===== config.mk =====
export PLATFORM = sky130hd
export DESIGN_NAME = bean_scheduler
export DESIGN_NICKNAME = d
export VERILOG_FILES = /design/src/rtl/bean_scheduler.sv
export SDC_FILE = /design/constraint.sdc
export NUM_CORES = 1
export LEC_CHECK = 0
export BUFFER_PORTS_ARGS = -buffer_cell sky130_fd_sc_hd__buf_4
export CAP_MARGIN = 0
export CORE_MARGIN = 2
export CORE_UTILIZATION = 57
export CTS_CLUSTER_DIAMETER = 150
export DETAILED_ROUTE_END_ITERATION = 7
export GPL_ROUTABILITY_DRIVEN = 0
export MAX_ROUTING_LAYER = met4
export PLACE_DENSITY_LB_ADDON = 0.12
export SLEW_MARGIN = 10
export SYNTH_ARGS = -nofsm -noshare
export SYNTH_HDL_FRONTEND = slang
export SYNTH_SLANG_ARGS = --single-unit

===== constraint.sdc =====
create_clock -name clk -period 5.5 [get_ports clk]
set_clock_uncertainty 0.05 [all_clocks]
set_input_delay 0 -clock clk [delete_from_list [all_inputs] [get_ports clk]]
set_output_delay 0 -clock clk [all_outputs]
set_load 0.05 [all_outputs]

===== src/rtl/bean_scheduler.sv =====
// rtl/bean_scheduler.sv - per-frame bean slot controller: scroll, retire, collide, spawn
// Optional feature macro: BEAN_SPEEDUP_EN (scroll speed grows with score, capped at 8 px/frame)
module bean_scheduler #(
  parameter int N_BEANS    = 4,
  parameter int BEAN_W     = 30,
  parameter int BEAN_H     = 40,
  parameter int BEAN_Y_BOT = 380,
  parameter int GOOSE_W    = 32,
  parameter int GOOSE_H    = 32,
  parameter int SPEED      = 2,
  parameter int SPAWN_X    = 640,
  parameter int MIN_GAP    = 40
) (
  input  logic                   clk,
  input  logic                   reset,
  input  logic                   frame_tick,
  input  logic                   run,
  input  logic [9:0]             goose_x,
  input  logic [9:0]             goose_y,
  output logic [10*N_BEANS-1:0]  bean_x,
  output logic [N_BEANS-1:0]     bean_active,
  output logic                   busy,
  output logic                   hit,
  output logic [7:0]             score
);

  localparam int IDX_W = $clog2(N_BEANS);

  typedef enum logic [1:0] {IDLE, SCAN, SPAWN, DONE} state_t;

  state_t           state;
  logic [IDX_W-1:0] idx;
  logic [7:0]       spawn_cnt;
  logic [7:0]       lfsr;
  logic [9:0]       xs [N_BEANS];
  logic [9:0]       speed;
  logic [9:0]       cur_x;
  logic [10:0]      nx;
  logic             retire;
  logic             collide;
  logic             free_found;
  logic [IDX_W-1:0] free_idx;
  logic [7:0]       lfsr_next;

  for (genvar g = 0; g < N_BEANS; g++) begin : g_pack
    assign bean_x[10*g +: 10] = xs[g];
  end

`ifdef BEAN_SPEEDUP_EN
  // Speed is latched at the tick so a score change only affects the following frame.
  logic [3:0] frame_speed;
  logic [5:0] speed_sum;
  assign speed_sum = 6'(SPEED) + {1'b0, score[7:3]};
  assign speed     = {6'b0, frame_speed};
`else
  assign speed = 10'(SPEED);
`endif

  assign cur_x     = xs[idx];
  assign retire    = (cur_x <= speed);
  assign nx        = {1'b0, cur_x} - {1'b0, speed};
  assign collide   = (nx <= {1'b0, goose_x} + 11'(GOOSE_W))
                  && ({1'b0, goose_x} <= nx + 11'(BEAN_W))
                  && (11'(BEAN_Y_BOT - BEAN_H) <= {1'b0, goose_y} + 11'(GOOSE_H))
                  && ({1'b0, goose_y} <= 11'(BEAN_Y_BOT));
  assign lfsr_next = {lfsr[6:0], lfsr[7] ^ lfsr[5] ^ lfsr[4] ^ lfsr[3]};

  always_comb begin
    free_found = 1'b0;
    free_idx   = '0;
    for (int i = N_BEANS - 1; i >= 0; i--) begin
      if (!bean_active[i]) begin
        free_found = 1'b1;
        free_idx   = IDX_W'(i);
      end
    end
  end

  always_ff @(posedge clk) begin
    if (reset) begin
      state       <= IDLE;
      idx         <= '0;
      busy        <= 1'b0;
      hit         <= 1'b0;
      score       <= 8'd0;
      spawn_cnt   <= 8'(MIN_GAP);
      lfsr        <= 8'hA5;
      bean_active <= '0;
      for (int i = 0; i < N_BEANS; i++) xs[i] <= 10'd0;
`ifdef BEAN_SPEEDUP_EN
      frame_speed <= 4'(SPEED);
`endif
    end else begin
      hit <= 1'b0;
      case (state)
        IDLE: begin
          if (frame_tick && run) begin
            state <= SCAN;
            idx   <= '0;
            busy  <= 1'b1;
`ifdef BEAN_SPEEDUP_EN
            frame_speed <= (speed_sum > 6'd8) ? 4'd8 : speed_sum[3:0];
`endif
          end
        end
        SCAN: begin
          if (bean_active[idx]) begin
            if (retire) begin
              bean_active[idx] <= 1'b0;
            end else begin
              xs[idx] <= nx[9:0];
              if (collide) begin
                bean_active[idx] <= 1'b0;
                hit              <= 1'b1;
                if (score != 8'hFF) score <= score + 8'd1;
              end
            end
          end
          if (idx == IDX_W'(N_BEANS - 1)) state <= SPAWN;
          else                            idx   <= idx + 1'b1;
        end
        SPAWN: begin
          lfsr <= lfsr_next;
          // With no free slot the counter stays at zero so the spawn retries next frame.
          if (spawn_cnt != 8'd0) begin
            spawn_cnt <= spawn_cnt - 8'd1;
          end else if (free_found) begin
            bean_active[free_idx] <= 1'b1;
            xs[free_idx]          <= 10'(SPAWN_X);
            spawn_cnt             <= 8'(MIN_GAP) + {3'b0, lfsr[4:0]};
          end
          state <= DONE;
        end
        DONE: begin
          busy  <= 1'b0;
          state <= IDLE;
        end
        default: state <= IDLE;
      endcase
    end
  end

endmodule


==> results.cfg <==
[placement]
dpl-instance-area_sq_um = 5470
port_buffers = 77
dp_hpwl_um = 9020

[status]
outcome = complete, no violations

[timing]
fin_crit_ns = 5.05
finalSetupViolations = 0
slew_headroom = 0.230
rsz0062_at_grt = no
slew_violations = 0
worstMarginPinSlew_ns = 1.15
finalHoldViolCount = 0
finalSetupTns_ns = 0
fin_hold_ws_ns = 0.144
fin_crit_sh = 0.919
fmax_mhz = 198

[layout]
register_area_sq_um = 1920
final_common_cell = buf_4
num_antenna_cells = 0
drive_above_1_share = 0.195
multi_input_area_sq_um = 2660
final_cell_mix = buf_4, nor2_1, nand2_1
nNetsFinal = 642
final_core_util = 0.697
final_cell_area_sq_um = 5700
area_growth_pct = 19.0
fillers = 674

[setup_path]
endpoint_kind = register
startpoint_type = register
crit_fanout = 8
reg2reg_setup_slack_ns = 0.45
worst_ep_required_time_ns = 5.69
regToRegEndpoint = score[6]$_SDFFE_PP0P_
critical_path_class = reg2reg
rr_worst_depth = 18
critPathArrivalTime_ns = 5.25

[pwr]
p_sw_frac = 0.377
p_switching_w = 0.000694
intPower_w = 0.00115
power_w = 0.00184
p_leak_nw = 2.36
pwr-share-comb = 0.382
power_density_nw_per_um2 = 324
peakVddDrop_uv = 206
clkPwrFrac = 0.238
power_frac_seq = 0.380

[floorplan]
floorplan.rows = 33
dieArea_sq_um = 9150
die_h_um = 95.7
num_io_pins = 78
coreArea_sq_um = 8180
start_util = 0.586
die_w_um = 95.7

[clock_tree]
clkSinkCount = 76
cts_buffers = 9
cts_tree = yes
root_buffer = clkbuf_8
htree_num_levels = 3
clk_pin_slew_worst_paths_ns = 0.09
cts.path.max_buffers = 2
clock_latency_ns = 0.35

[synthesis]
synth_edf_count = 40
ys_warn_count = 0
synth.avg_cell_area_sq_um = 9.62
ys.flop_type = edfxtp_1
async_flop_share = 0
seq_area_frac_synth = 0.401
syn-num-nets = 561
syn_area_sq_um = 4790
synth_cell_types = 65
netlist_instances = 498
synth-seq-cells = 76

[flow_run]
maxCapViolations = 0

[detailed_routing]
wl_um = 11900
first_pass_iters = 5
postRouteAntennaNets = 0
drc = 0
drt-vias-per-instance = 5.96
vias = 4104
first_iter_violations = 195
wl_per_cell_um = 17.3

[worst_hold_path]
hold_path.class = in2reg
hold_end = state[1]$_SDFFE_PP0P_
hold_path_depth = 4
holdCritStartpoint = run

[grt]
grt_pass1_vias = 3957
antenna_found_initial = 0
grt-ovfl-total = 0
grt_pass1_wl_um = 19200
grt_start_max_net_pins = 35
gr-usage-all-layers = 0.280
-- registers in the layout (all words and copies together) (netlist names), named ones only --
name / cells
xs: 40
lfsr: 8
score: 8
spawn_cnt: 8
bean_active: 4
idx: 2
state: 2
busy: 1
hit: 1
-- synthesized netlist by cell type (4+ instances only) --
| cell | number | area share |
|---|---|---|
| nor4_1 | 7 | 0.0091 |
| nor2b_1 | 15 | 0.020 |
| or3_1 | 4 | 0.0052 |
| nor3_1 | 12 | 0.013 |
| nor2_1 | 66 | 0.052 |
| a21oi_1 | 17 | 0.018 |
| a211oi_1 | 6 | 0.0094 |
| mux2i_1 | 10 | 0.021 |
| and2_1 | 5 | 0.0065 |
| o21ai_0 | 15 | 0.016 |
| xor2_1 | 8 | 0.015 |
| nand2_1 | 41 | 0.032 |
| o21a_1 | 4 | 0.0063 |
| edfxtp_1 | 40 | 0.25 |
| nand2b_1 | 5 | 0.0065 |
| mux4_2 | 8 | 0.038 |
| mux2_1 | 6 | 0.014 |
| clkbuf_1 | 11 | 0.0086 |
| inv_1 | 40 | 0.031 |
| ha_1 | 39 | 0.10 |
| dfxtp_1 | 36 | 0.15 |
| nand3_1 | 23 | 0.024 |
| nand4_1 | 7 | 0.0091 |
| xnor2_1 | 12 | 0.022 |
-- timing repair --
action                     4_1_cts  5_1_grt
hold endpoints to repair         9        0
setup buffers                    0        0
gates resized for setup          0        1
hold buffers                     3        0
setup endpoints to repair        0        2
-- routing by layer --
layer  part of all wire  global-route usage
met1               0.42               0.347
met2               0.50               0.466
met5                  0                   -
met4              0.017              0.0833
met3              0.061              0.0553
-- power groups by stage --
stage | Combinational [W] | Sequential (W) | Clock [W]
after floorplan | 0.000489 | 0.000739 | 0
after global placement | 0.000667 | 0.000710 | 0
after detailed placement | 0.000689 | 0.000712 | 0
after CTS | 0.000697 | 0.000699 | 0.000443
after global routing | 0.000786 | 0.000708 | 0.000463
final | 0.000704 | 0.000701 | 0.000439
-- layout make-up --
type,instances,area share
Multi-Input combinational cell,368,0.466
Sequential cell,76,0.338
Timing Repair Buffer,84,0.112
Inverter,40,0.0264
Tap cell,105,0.0231
Clock buffer,10,0.0224
Clock inverter,6,0.0127
-- worst max path at each step --
stage                                  start               endpoint  cells after the start
final                               register  score[6]$_SDFFE_PP0P_                     18
after detailed placement            register  score[6]$_SDFFE_PP0P_                     18
after floorplan           xs[3][1]$_DFFE_PP_  score[3]$_SDFFE_PP0P_                     19
after global routing                register  score[6]$_SDFFE_PP0P_                     18
after global placement              register  score[6]$_SDFFE_PP0P_                     18
after CTS                           register  score[6]$_SDFFE_PP0P_                     18
-- stage by stage --
stage	std cells	setup WS, ns
2_1_floorplan	498	0.728
3_3_place_gp	670	0.570
3_5_place_dp	670	0.338
4_1_cts	689	0.320
5_1_grt	689	0.116
6_report	689	0.448
-- kinds of logic after synthesis --
logic type                 count (synthesis)  share of synthesized area
muxes                                     29                     0.0938
buffers and inverters                     54                     0.0442
adders and majority gates                 39                      0.102
AOI/OAI and AO/OA                         80                      0.115
DFF                                       76                      0.401
and+or+nand+nor                          198                      0.200
xor gates and xnor gates                  22                     0.0434
-- critical path, stage by stage (launching register included) --
cell and delay, ns:
dfxtp_2 0.45, mux4_2 0.61, inv_1 0.17, ha_1 0.33
nand2b_1 0.11, o22a_1 0.18, a21oi_1 0.08, o211ai_1 0.33
nand3_1 0.14, xnor2_1 0.15, ha_1 0.31, a21o_1 0.18
a211oi_1 0.23, o221ai_1 0.18, nand3_1 0.13, a41oi_2 0.04
or3_1 0.50, nor4_1 0.39, mux2_1 0.36
Power figures use the tool's default switching activity.
